**src/rtl/spdif_stream_scheduler_pkg.sv**
```systemverilog
// Shared types and constants for the S/PDIF stream scheduler.
// Optional feature macro used by the scheduler: SPDIF_SCHED_HOLD_LAST_EN.
package spdif_pkg;

   localparam int SAMPLE_W    = 24;
   localparam int SLOT_CYCLES = 256;
   localparam int SLOT_CNT_W  = $clog2(SLOT_CYCLES);

   typedef enum logic [1:0] {
      WAIT   = 2'd0,
      SEND_L = 2'd1,
      SEND_R = 2'd2
   } state_e;

   localparam logic [SAMPLE_W-1:0] MUTE_SAMPLE = '0;

endpackage

```
**src/rtl/spdif_stream_scheduler_slot_timer.sv**
```systemverilog
// Free-running frame slot timer: one tick per SLOT_CYCLES, a sticky pending flag
// and a saturating count of ticks that arrived while the previous slot was unfinished.
module spdif_slot_timer
   import spdif_pkg::*;
#(
   parameter int CNT_W = 16
) (
   input  logic             clk256,
   input  logic             reset,
   input  logic             busy_i,
   input  logic             clear_i,
   output logic             slot_pending_o,
   output logic [CNT_W-1:0] late_count_o
);

   logic [SLOT_CNT_W-1:0] slot_cnt_q, slot_cnt_d;
   logic                  slot_pending_q, slot_pending_d;
   logic [CNT_W-1:0]      late_q, late_d;
   logic                  tick;

   assign tick = (slot_cnt_q == SLOT_CNT_W'(SLOT_CYCLES - 1));

   always_comb begin
      slot_cnt_d     = slot_cnt_q + 1'b1;
      slot_pending_d = slot_pending_q;
      late_d         = late_q;
      // A tick always wins over a simultaneous clear so no slot is ever lost.
      if (tick) begin
         slot_pending_d = 1'b1;
      end else if (clear_i) begin
         slot_pending_d = 1'b0;
      end
      if (tick && (busy_i || slot_pending_q) && (late_q != '1)) begin
         late_d = late_q + 1'b1;
      end
   end

   always_ff @(posedge clk256 or posedge reset) begin
      if (reset) begin
         slot_cnt_q     <= '0;
         slot_pending_q <= 1'b0;
         late_q         <= '0;
      end else begin
         slot_cnt_q     <= slot_cnt_d;
         slot_pending_q <= slot_pending_d;
         late_q         <= late_d;
      end
   end

   assign slot_pending_o = slot_pending_q;
   assign late_count_o   = late_q;

endmodule

```
**src/rtl/spdif_stream_scheduler.sv**
```systemverilog
// Picks one stereo pair per frame slot from the selected source and feeds it, L then R,
// to the S/PDIF transmitter. Define SPDIF_SCHED_HOLD_LAST_EN to repeat the last pair on underrun.
module spdif_stream_scheduler
   import spdif_pkg::*;
#(
   parameter int NUM_SOURCES = 2,
   parameter int SEL_W       = 3,
   parameter int CNT_W       = 16
) (
   input  logic                            reset,
   input  logic                            clk256,
   input  logic [SEL_W-1:0]                i_sel,
   input  logic [NUM_SOURCES-1:0]          src_valid,
   output logic [NUM_SOURCES-1:0]          src_ready,
   input  logic [NUM_SOURCES*SAMPLE_W-1:0] src_left,
   input  logic [NUM_SOURCES*SAMPLE_W-1:0] src_right,
   output logic                            o_valid,
   input  logic                            o_ready,
   output logic                            o_is_left,
   output logic [SAMPLE_W-1:0]             o_audio,
   output logic [CNT_W-1:0]                o_underrun_count,
   output logic [CNT_W-1:0]                o_late_count
);

   state_e                state_q, state_d;
   logic [SAMPLE_W-1:0]   pair_l_q, pair_l_d, pair_r_q, pair_r_d;
   logic                  o_valid_q, o_valid_d;
   logic                  o_is_left_q, o_is_left_d;
   logic [SAMPLE_W-1:0]   o_audio_q, o_audio_d;
   logic [CNT_W-1:0]      underrun_q, underrun_d;

   logic                  slot_pending;
   logic                  decide, take, sel_in_range, sel_valid;
   logic [SAMPLE_W-1:0]   sel_l, sel_r, mute_l, mute_r;

   spdif_slot_timer #(
      .CNT_W(CNT_W)
   ) u_timer (
      .clk256        (clk256),
      .reset         (reset),
      .busy_i        (state_q != WAIT),
      .clear_i       (decide),
      .slot_pending_o(slot_pending),
      .late_count_o  (o_late_count)
   );

   assign sel_in_range = (int'(i_sel) < NUM_SOURCES);
   assign decide       = (state_q == WAIT) && slot_pending;
   assign take         = decide && sel_in_range && sel_valid;

   always_comb begin
      sel_valid = 1'b0;
      sel_l     = '0;
      sel_r     = '0;
      for (int k = 0; k < NUM_SOURCES; k++) begin
         if (i_sel == SEL_W'(k)) begin
            sel_valid = src_valid[k];
            sel_l     = src_left[k*SAMPLE_W +: SAMPLE_W];
            sel_r     = src_right[k*SAMPLE_W +: SAMPLE_W];
         end
      end
   end

   for (genvar gi = 0; gi < NUM_SOURCES; gi++) begin : g_ready
      assign src_ready[gi] = take && (i_sel == SEL_W'(gi));
   end

`ifdef SPDIF_SCHED_HOLD_LAST_EN
   logic [SAMPLE_W-1:0] last_l_q, last_r_q;

   // An out-of-range select is a deliberate mute, so it never repeats old audio.
   assign mute_l = sel_in_range ? last_l_q : MUTE_SAMPLE;
   assign mute_r = sel_in_range ? last_r_q : MUTE_SAMPLE;

   always_ff @(posedge clk256 or posedge reset) begin
      if (reset) begin
         last_l_q <= '0;
         last_r_q <= '0;
      end else if (take) begin
         last_l_q <= sel_l;
         last_r_q <= sel_r;
      end
   end
`else
   assign mute_l = MUTE_SAMPLE;
   assign mute_r = MUTE_SAMPLE;
`endif

   always_comb begin
      state_d    = state_q;
      pair_l_d   = pair_l_q;
      pair_r_d   = pair_r_q;
      underrun_d = underrun_q;
      case (state_q)
         WAIT: begin
            if (slot_pending) begin
               if (take) begin
                  pair_l_d = sel_l;
                  pair_r_d = sel_r;
               end else begin
                  pair_l_d = mute_l;
                  pair_r_d = mute_r;
                  if (underrun_q != '1) underrun_d = underrun_q + 1'b1;
               end
               state_d = SEND_L;
            end
         end
         SEND_L:  if (o_ready) state_d = SEND_R;
         SEND_R:  if (o_ready) state_d = WAIT;
         default: state_d = WAIT;
      endcase

      // Outputs are registered from the next state, giving one cycle decision-to-valid.
      o_valid_d   = 1'b0;
      o_is_left_d = 1'b1;
      o_audio_d   = '0;
      case (state_d)
         SEND_L: begin
            o_valid_d   = 1'b1;
            o_is_left_d = 1'b1;
            o_audio_d   = pair_l_d;
         end
         SEND_R: begin
            o_valid_d   = 1'b1;
            o_is_left_d = 1'b0;
            o_audio_d   = pair_r_d;
         end
         default: ;
      endcase
   end

   always_ff @(posedge clk256 or posedge reset) begin
      if (reset) begin
         state_q     <= WAIT;
         pair_l_q    <= '0;
         pair_r_q    <= '0;
         o_valid_q   <= 1'b0;
         o_is_left_q <= 1'b1;
         o_audio_q   <= '0;
         underrun_q  <= '0;
      end else begin
         state_q     <= state_d;
         pair_l_q    <= pair_l_d;
         pair_r_q    <= pair_r_d;
         o_valid_q   <= o_valid_d;
         o_is_left_q <= o_is_left_d;
         o_audio_q   <= o_audio_d;
         underrun_q  <= underrun_d;
      end
   end

   assign o_valid          = o_valid_q;
   assign o_is_left        = o_is_left_q;
   assign o_audio          = o_audio_q;
   assign o_underrun_count = underrun_q;

endmodule

```
**config.mk**
```make
export PLATFORM = sky130hd
export DESIGN_NAME = spdif_stream_scheduler
export DESIGN_NICKNAME = d
export VERILOG_FILES = /design/src/rtl/spdif_stream_scheduler_pkg.sv /design/src/rtl/spdif_stream_scheduler_slot_timer.sv /design/src/rtl/spdif_stream_scheduler.sv
export SDC_FILE = /design/constraint.sdc
export NUM_CORES = 1
export LEC_CHECK = 0
export CAP_MARGIN = 20
export CORE_ASPECT_RATIO = 1.75
export CORE_MARGIN = 2
export CORE_UTILIZATION = 25
export DETAILED_ROUTE_END_ITERATION = 8
export GPL_TIMING_DRIVEN = 0
export PLACE_DENSITY = 0.5
export SLEW_MARGIN = 20
export SYNTH_ARGS = -nofsm -noshare
export SYNTH_HDL_FRONTEND = slang
export SYNTH_SLANG_ARGS = --single-unit
```
**constraint.sdc**
```tcl
create_clock -name clk256 -period 4.9 [get_ports clk256]
set_input_delay 0.735 -clock clk256 [delete_from_list [all_inputs] [get_ports clk256]]
set_output_delay 0.735 -clock clk256 [all_outputs]
set_load 0.02 [all_outputs]
```
## Word-level counts from Yosys, hierarchy flattened

Cells that the tools add are included.

| storage, ports and cells | value |
|---|---|
| bits in registers | 117 |
| bits in latches | 0 |
| memory bits (writable) | 0 |
| bits in read-only memories | 0 |
| memories | 0 |

| operators by class | value |
|---|---|
| add/subtract/negate cells | 3 |
| multiply operators | 0 |
| divide/modulo/power cells | 0 |
| magnitude comparators | 1 |
| equality and inequality tests | 8 |
| shift operators | 0 |
| multiplexer cells | 21 |
| bitwise gates (word level) | 1 |
| reductions and logical operators | 14 |

Operators with widths:

| cell | count |
|---|---|
| $mux W24 | 10 |
| $pmux W24 S2 | 1 |
| $add A16 B1 Y16 const B | 2 |
| $ne A16 B16 Y1 const B | 2 |
| $add A8 B1 Y8 const B | 1 |
| $eq A8 B8 Y1 const B | 1 |
| $logic_and A1 B1 Y1 | 7 |
| $mux W1 | 6 |
| $mux W2 | 3 |
| $pmux W2 S3 | 1 |
| $eq A2 B1 Y1 const B | 2 |
| $eq A2 B2 Y1 const B | 2 |
| $reduce_and A4 Y1 | 1 |
| $reduce_bool A2 Y1 | 2 |
| $eq A3 B1 Y1 const B | 1 |
| $logic_not A3 Y1 | 1 |
| $lt A3 B2 Y1 const B | 1 |
| $logic_not A2 Y1 | 1 |
| $reduce_or A2 Y1 | 1 |
| $logic_or A1 B1 Y1 | 1 |
| $not A1 Y1 | 1 |

## Logic depth before layout (Yosys ltp)

Gate-level depths: netlist of the first run.

| depth | value |
|---|---|
| depth in word-level cells | 8 |
| mapped depth | 8 |
| mapped depth without buffers | 7 |

## By module

Synthesis of the first run repeated with hierarchy kept, for this count alone.

| unflattened totals | value |
|---|---|
| cell total of the unflattened synthesis | 462 |
| area total of the unflattened synthesis | 5,830.6 µm² |

By module, submodules not included:

| module | instances | cells an instance | area each (µm²) | seq. area each (µm²) |
|---|---|---|---|---|
| spdif_stream_scheduler | 1 | 361 | 4,601.9 | 2,303.5 |
| spdif_slot_timer | 1 | 101 | 1,228.7 | 625.6 |

## Worst setup path before layout of the first run

OpenSTA, ideal clock, no wires.

| timing | value |
|---|---|
| path type | in2out |
| from | input i_sel[1] |
| to | output src_ready[0] |
| arrival | 2,330 ps |
| path slack | 1,835 ps |
| stages on the path | 6 |
| buffers on the path | 3 |
| path through | or2_2 -> clkbuf_1 -> clkbuf_1 -> buf_2 -> or2_2 -> nor3_1 |

| between the ends | value |
|---|---|
| word-level cells in the longest chain between the ends | 5 |
| elaborated cells between the ends (all ways) | 8 |
| those cells by class | 1 x order compare; 1 x eq/ne; 2 x mux; 4 x reduce/logical |

RTL lines:

| element | RTL line | source |
|---|---|---|
| start: declaration | spdif_stream_scheduler.sv:12 | `input logic [SEL_W-1:0] i_sel,` |
| parallel branches: the longest is 4 deep, another holds $lt A3 B2 Y1 | - |  |
| $logic_and A1 B1 Y1 * | spdif_stream_scheduler.sv:65 | `assign src_ready[gi] = take && (i_sel == SEL_W'(gi));` |
| end: declaration | spdif_stream_scheduler.sv:14 | `output logic [NUM_SOURCES-1:0] src_ready,` |

Every way passes the cells marked *.

## Final worst setup path of the first run

Same ends and word-level chain as after synthesis.

==> results of run 1 <==
==> routing by layer <==
metal / vias to the layer above / GRT usage [%]
li1: 2416 / -
met1: 2356 / 17.7
met2: 131 / 27.6
met3: 24 / 3.22
met4: 0 / 5.31
met5: - / 0
==> flip-flops by register name, indices dropped and copies added (netlist names) <==
name / count
pair_r_q: 24
u_timer.slot_cnt_q: 8
o_is_left: 1
u_timer.late_count_o: 16
o_underrun_count: 16
u_timer.slot_pending_o: 1
pair_l_q: 24
o_valid: 1
o_audio: 24
state_q: 2
==> kinds of logic after synthesis <==
kind of cell             Yosys count  synth area share [%]
AND/OR/NAND/NOR                  221                  23.7
flip-flops                       117                  48.7
AO/OA/AOI/OAI                     99                  9.07
multiplexers                      54                  9.28
buffers and inverters             49                  3.87
XOR/XNOR                          30                  4.37
adder cells (fa/ha/maj)            5                  1.04
==> worst register-to-register path, delay by kind of cell (launching register included) <==
family                 cells  cell delay (ns)
AND/OR/NAND/NOR            2             0.83
AO/OA/AOI/OAI              2             0.38
flip-flops                 1             0.43
buffers and inverters      3             0.44
==> synthesized netlist by cell type (all sizes together), types with 5 or more instances <==
| master | count | area share, % |
|---|---|---|
| dfrtp | 116 | 48 |
| nor4 | 53 | 7.2 |
| o21ai | 52 | 4.3 |
| and2 | 51 | 5.3 |
| or2 | 51 | 5.3 |
| mux2i | 50 | 8.5 |
| a21oi | 30 | 2.5 |
| buf | 19 | 2.0 |
| clkbuf | 19 | 1.2 |
| xor2 | 18 | 2.6 |
| nand2 | 16 | 1.0 |
| xnor2 | 12 | 1.7 |
| inv | 11 | 0.69 |
| nand3 | 11 | 0.92 |
| nand4 | 11 | 1.1 |
| a2111oi | 6 | 0.87 |
| and3 | 6 | 0.62 |
| nor2 | 6 | 0.37 |
| nor3 | 6 | 0.50 |
| ha | 5 | 1.0 |
==> per-stage QoR <==
| step | cells | TNS, ns |
|---|---|---|
| after global placement | 1045 | -131.93 |
| after CTS | 1077 | 0 |
| final | 1077 | 0 |
| after global routing | 1077 | 0 |
| after floorplan | 575 | 0 |
| after detailed placement | 1046 | 0 |
==> power groups by stage <==
stage	clock network, W	registers, W	logic [W]
3_5_place_dp	0	0.000999	0.000213
4_1_cts	0.00140	0.000982	0.000213
6_report	0.00138	0.000982	0.000208
2_1_floorplan	0	0.000998	0.0000904
5_1_grt	0.00144	0.000982	0.000227
3_3_place_gp	0	0.000999	0.000208
==> worst paths after layout <==
| check | cells past startpoint | slack (ns) | to | from |
|---|---|---|---|---|
| setup / recovery | 8 | 0.83 | src_ready[0] | i_sel[1] |
| hold / removal | 1 | 0.47 | u_timer.slot_cnt_q[7] | u_timer.slot_cnt_q[7] |
| setup reg to reg | 7 | 2.70 | o_audio[18] | state_q[0] |
| hold reg to reg | 1 | 0.47 | u_timer.slot_cnt_q[7] | u_timer.slot_cnt_q[7] |
| max in group asynchronous | 3 | 3.48 | o_is_left | reset |
| min in group asynchronous | 2 | 0.73 | o_audio[6] | reset |
==> final cells by class <==
type,count,share of cell area [%]
sequential,117,33.7
multi-input combinational,409,32.8
timing repair buffer,163,19.0
clock buffer,21,5.29
tap,308,4.43
buffer,38,2.20
clock inverter,10,2.04
inverter,11,0.561
==> cell usage in the layout (no fill, tap or decap), types with 4 or more instances in the layout <==
cell             Yosys  routed
mux2_2               4       4
nor4_2              16      16
or2_2               51      51
mux2i_1             49      49
xnor2_1             12      12
nand2_1             16      16
and3_1               6       6
and4_1               4       4
inv_1               11      10
o21ai_0             33      33
o21ai_1             19      19
clkbuf_1            19      21
a2111oi_0            6       6
bufinv_16            0       5
and2_1              47      47
and2_0               4       4
clkinv_2             0       4
nor4_1              37      37
nor2_1               6       6
nand3_1             11      11
xor2_1              18      18
nor3_1               6       6
nand4_1             11      11
ha_1                 5       5
dfrtp_1            116     116
clkbuf_16            0      17
buf_2               12      12
clkdlybuf4s50_1      0     162
a21oi_1             30      30
==> run summary, run 1 <==
status - complete, no violations
fin area - 8700 um^2
total power - 0.00257 W
unrepaired setup endpoints after global routing - false
Vias per Instance - 4.57
WL met2 - 10200 um
Post-Syn Instances - 575
flops & latches, synth - 117
H-tree Lvls - 4
Hold WS - 0.471 ns
clk_skew - 0.00746 ns
Max FO, Critical Path - 10
clock share of power - 53.6%
Final nets - 866
vias in the first global route - 5173
Worst-path clk slew - 0.06 ns
Tcrit/Tclk final - 83.0%
Sequential Power Share - 38.3%
DR pass1 iterations - 4
filler instances - 2453
worst path bufs/invs - 5
worst skew pair latency - 0.42 ns
WP data required - 4.16 ns
Avg WL per Cell - 17.5 um
Leakage - 3.82 nW
slew margin rel. - 51.9%
postcts setup bufs - 0
CTS tree - built
wl on met1 - 7490 um
initial antenna violation count - 0
Die H - 209 um
internal cell power - 0.00201 W
Final ANT Viol Nets - 0
met3 wire len - 767 um
placed cell area - 8060 um^2
synthesis-to-finish area growth - 44.6%
max-cap violations - 0
final setup violation count - 0
Least-Margin Pin Slew - 0.722 ns
post-layout min period - 4.07 ns
Seq/Total Area, Yosys - 48.7%
VDD IR-drop max - 205 uV
NetSw - 0.000551 W
Yosys warnings - 0
die width - 121 um
footprint of the multi-input gates - 2850 um^2
synthesized area - 6020 um^2
DP Wirelength - 14000 um
syn avg cell area - 10.5 um^2
drt total wl - 18800 um
DR top layer - met4
type of origin of the critical path - primary input
total nets after synthesis - 684
Initial Utilization - 25.2%
root buf cell - clkbuf_16
critical path class - in2out
max-slew violations - 0
Register Area - 2930 um^2
Distinct cells, synth - 40
Placer Congestion - 0.760
Longest Clk Path Bufs - 2
Top Family by Delay on Critical Path - buffers and inverters
sw frac - 21.5%
initial DRC count - 172
I/O Buffers - 162
row count - 75
largest net degree at the start of global routing - 64
cts hold-fix bufs - 0
CORE AREA - 23800 um^2
CTS sink cnt - 117
worst-path cell chain - clkdlybuf4s50_1 > or2_2 > clkbuf_1 > clkbuf_1 > buf_2 > or2_2 > nor3_1 > clkdlybuf4s50_1
Vias - 4927
slowest stage delay, CP - 0.65 ns
Async S/R FF share, synth - 100%
crit path max-delay cell type - clkdlybuf4s50_1
first-pass GRT wire length - 29200 um
layout cells sized above 1 - 15.6%
hold crit path type - reg2reg
GRT Util Overall - 15.3%
Worst EP arrival - 3.33 ns
Ports - 164
DR DRC count - 0
Final Util - 36.5%
final-report hold violation count - 0
endpoint class of the critical path - primary output
GRT Residual Overflow - 0
fmax - 246 MHz
Top FF cell, synth - dfrtp_1
CTS Buf Count - 17
Post-synth EDFFs - 0
pwr dens - 295 nW/um^2
combinational power share - 8.1%
post-cts resize count - 0
pre-CTS worst setup slack - 0.809 ns
Final WS setup - 0.834 ns
n_diodes - 0
DIE AREA - 25400 um^2
(Power assumes the default switching activity.)
==> run 2, diff against run 1 <==
PLACE_DENSITY = 0.52   (was 0.5)
clock period = 3.3 ns   (was 4.9 ns; I/O delays follow)
==> run summary, run 2 (same netlist as run 1, synthesis figures left out) <==
Worst EP arrival - 2.37 ns
GRT Util Overall - 16.0%
Final nets - 867
Final Util - 36.6%
Tcrit/Tclk final - 86.9%
Worst-path clk slew - 0.06 ns
layout cells sized above 1 - 16.0%
Placer Congestion - 0.849
DP Wirelength - 14900 um
CTS sink cnt - 117
max-slew violations - 0
Avg WL per Cell - 18.1 um
DR pass1 iterations - 4
vias in the first global route - 5323
Ports - 164
max-cap violations - 0
Leakage - 3.86 nW
pwr dens - 426 nW/um^2
r2r startpoint - state_q[0]
Vias - 5006
endpoint class of the critical path - primary output
VDD IR-drop max - 320 uV
Longest Clk Path Bufs - 2
DR DRC count - 0
post-cts resize count - 0
final-report hold violation count - 0
drt total wl - 19500 um
slew margin rel. - 51.3%
DIE AREA - 25400 um^2
initial antenna violation count - 0
largest net degree at the start of global routing - 33
CORE AREA - 23800 um^2
Final ANT Viol Nets - 0
R2R depth - 4
row count - 75
final setup violation count - 0
type of origin of the critical path - primary input
clk_skew - 0.00983 ns
CTS Buf Count - 17
most common cell after layout, fill and taps aside - clkdlybuf4s50_1
filler instances - 2443
synthesis-to-finish area growth - 45.0%
postcts setup bufs - 0
reg2reg setup slack - 1.01 ns
Vias per Instance - 4.65
most frequent cells in the layout - 160 x clkdlybuf4s50_1, 116 x dfrtp_1, 51 x or2_2
unrepaired setup endpoints after global routing - false
fmax - 349 MHz
H-tree Lvls - 4
worst skew pair latency - 0.43 ns
root buf cell - clkbuf_16
Initial Utilization - 25.2%
initial DRC count - 199
first-pass GRT wire length - 30100 um
CTS tree - built
post-layout min period - 2.87 ns
hold crit path type - in2async
status - complete, no violations
Least-Margin Pin Slew - 0.712 ns
Die H - 209 um
GRT Residual Overflow - 0
Max FO, Critical Path - 15
die width - 121 um
WP data required - 2.80 ns
Setup TNS - 0 ns
I/O Buffers - 162
cts hold-fix bufs - 0
Worst R2R End - o_underrun_count[6]
critical path class - in2out
n_diodes - 0
run 2: where the power goes:
part / internal [W] / switching [W]
Combinational: 0.000173 / 0.000145
Sequential: 0.00145 / 0.00000361
Clock: 0.00129 / 0.000657
run 2: layer usage:
metal	track usage (%)	vias to the layer above	routed length, um
met1	17.5	2417	7440
met4	5.55	0	396
met2	29.5	138	10700
met5	0	-	0
li1	-	2428	-
met3	3.82	23	874
run 2: worst max path at each step:
| stage | start | to | depth (start not counted) |
|---|---|---|---|
| after floorplan | i_sel[1] | src_ready[0] | 6 |
| after global placement | i_sel[1] | src_ready[1] | 8 |
| after detailed placement | i_sel[1] | src_ready[0] | 8 |
| after CTS | i_sel[1] | src_ready[0] | 6 |
| after global routing | i_sel[1] | src_ready[1] | 6 |
| final | i_sel[1] | src_ready[0] | 6 |
run 2: per-stage QoR:
step / hold slack [ns] / setup WS, ns / total power [W] / area (um^2) / std cells
5_1_grt: 0.391 / 0.323 / 0.00385 / 8720 / 1077
2_1_floorplan: 0.439 / 0.715 / 0.00162 / 6020 / 575
4_1_cts: 0.369 / 0.0427 / 0.00377 / 8720 / 1077
3_5_place_dp: 0.458 / -0.290 / 0.00181 / 8110 / 1049
6_report: 0.366 / 0.431 / 0.00372 / 8720 / 1077
3_3_place_gp: 0.454 / -0.281 / 0.00180 / 8030 / 1045
run 2: critical path, cell delays in order:
cell             delay, ns
clkdlybuf4s50_1       0.39
or2_2                 0.45
buf_2                 0.27
or2_2                 0.34
nor3_1                0.15
dlymetal6s2s_1        0.27
run 2: cell type report:
| cell class | instances | area [um^2] | area share, % |
|---|---|---|---|
| buffer | 36 | 184 | 2.11 |
| inverter | 11 | 45.0 | 0.516 |
| clock inverter | 10 | 155 | 1.78 |
| timing repair buffer | 166 | 1710 | 19.6 |
| tap | 308 | 385 | 4.42 |
| sequential | 117 | 2930 | 33.6 |
| clock buffer | 20 | 457 | 5.24 |
| multi-input combinational | 409 | 2850 | 32.7 |
==> run 3, diff against run 2 <==
CAP_MARGIN = not set   (was 20)
==> results of run 3 <==
No change in the layout: final DEF, timing and power equal those of run 2.
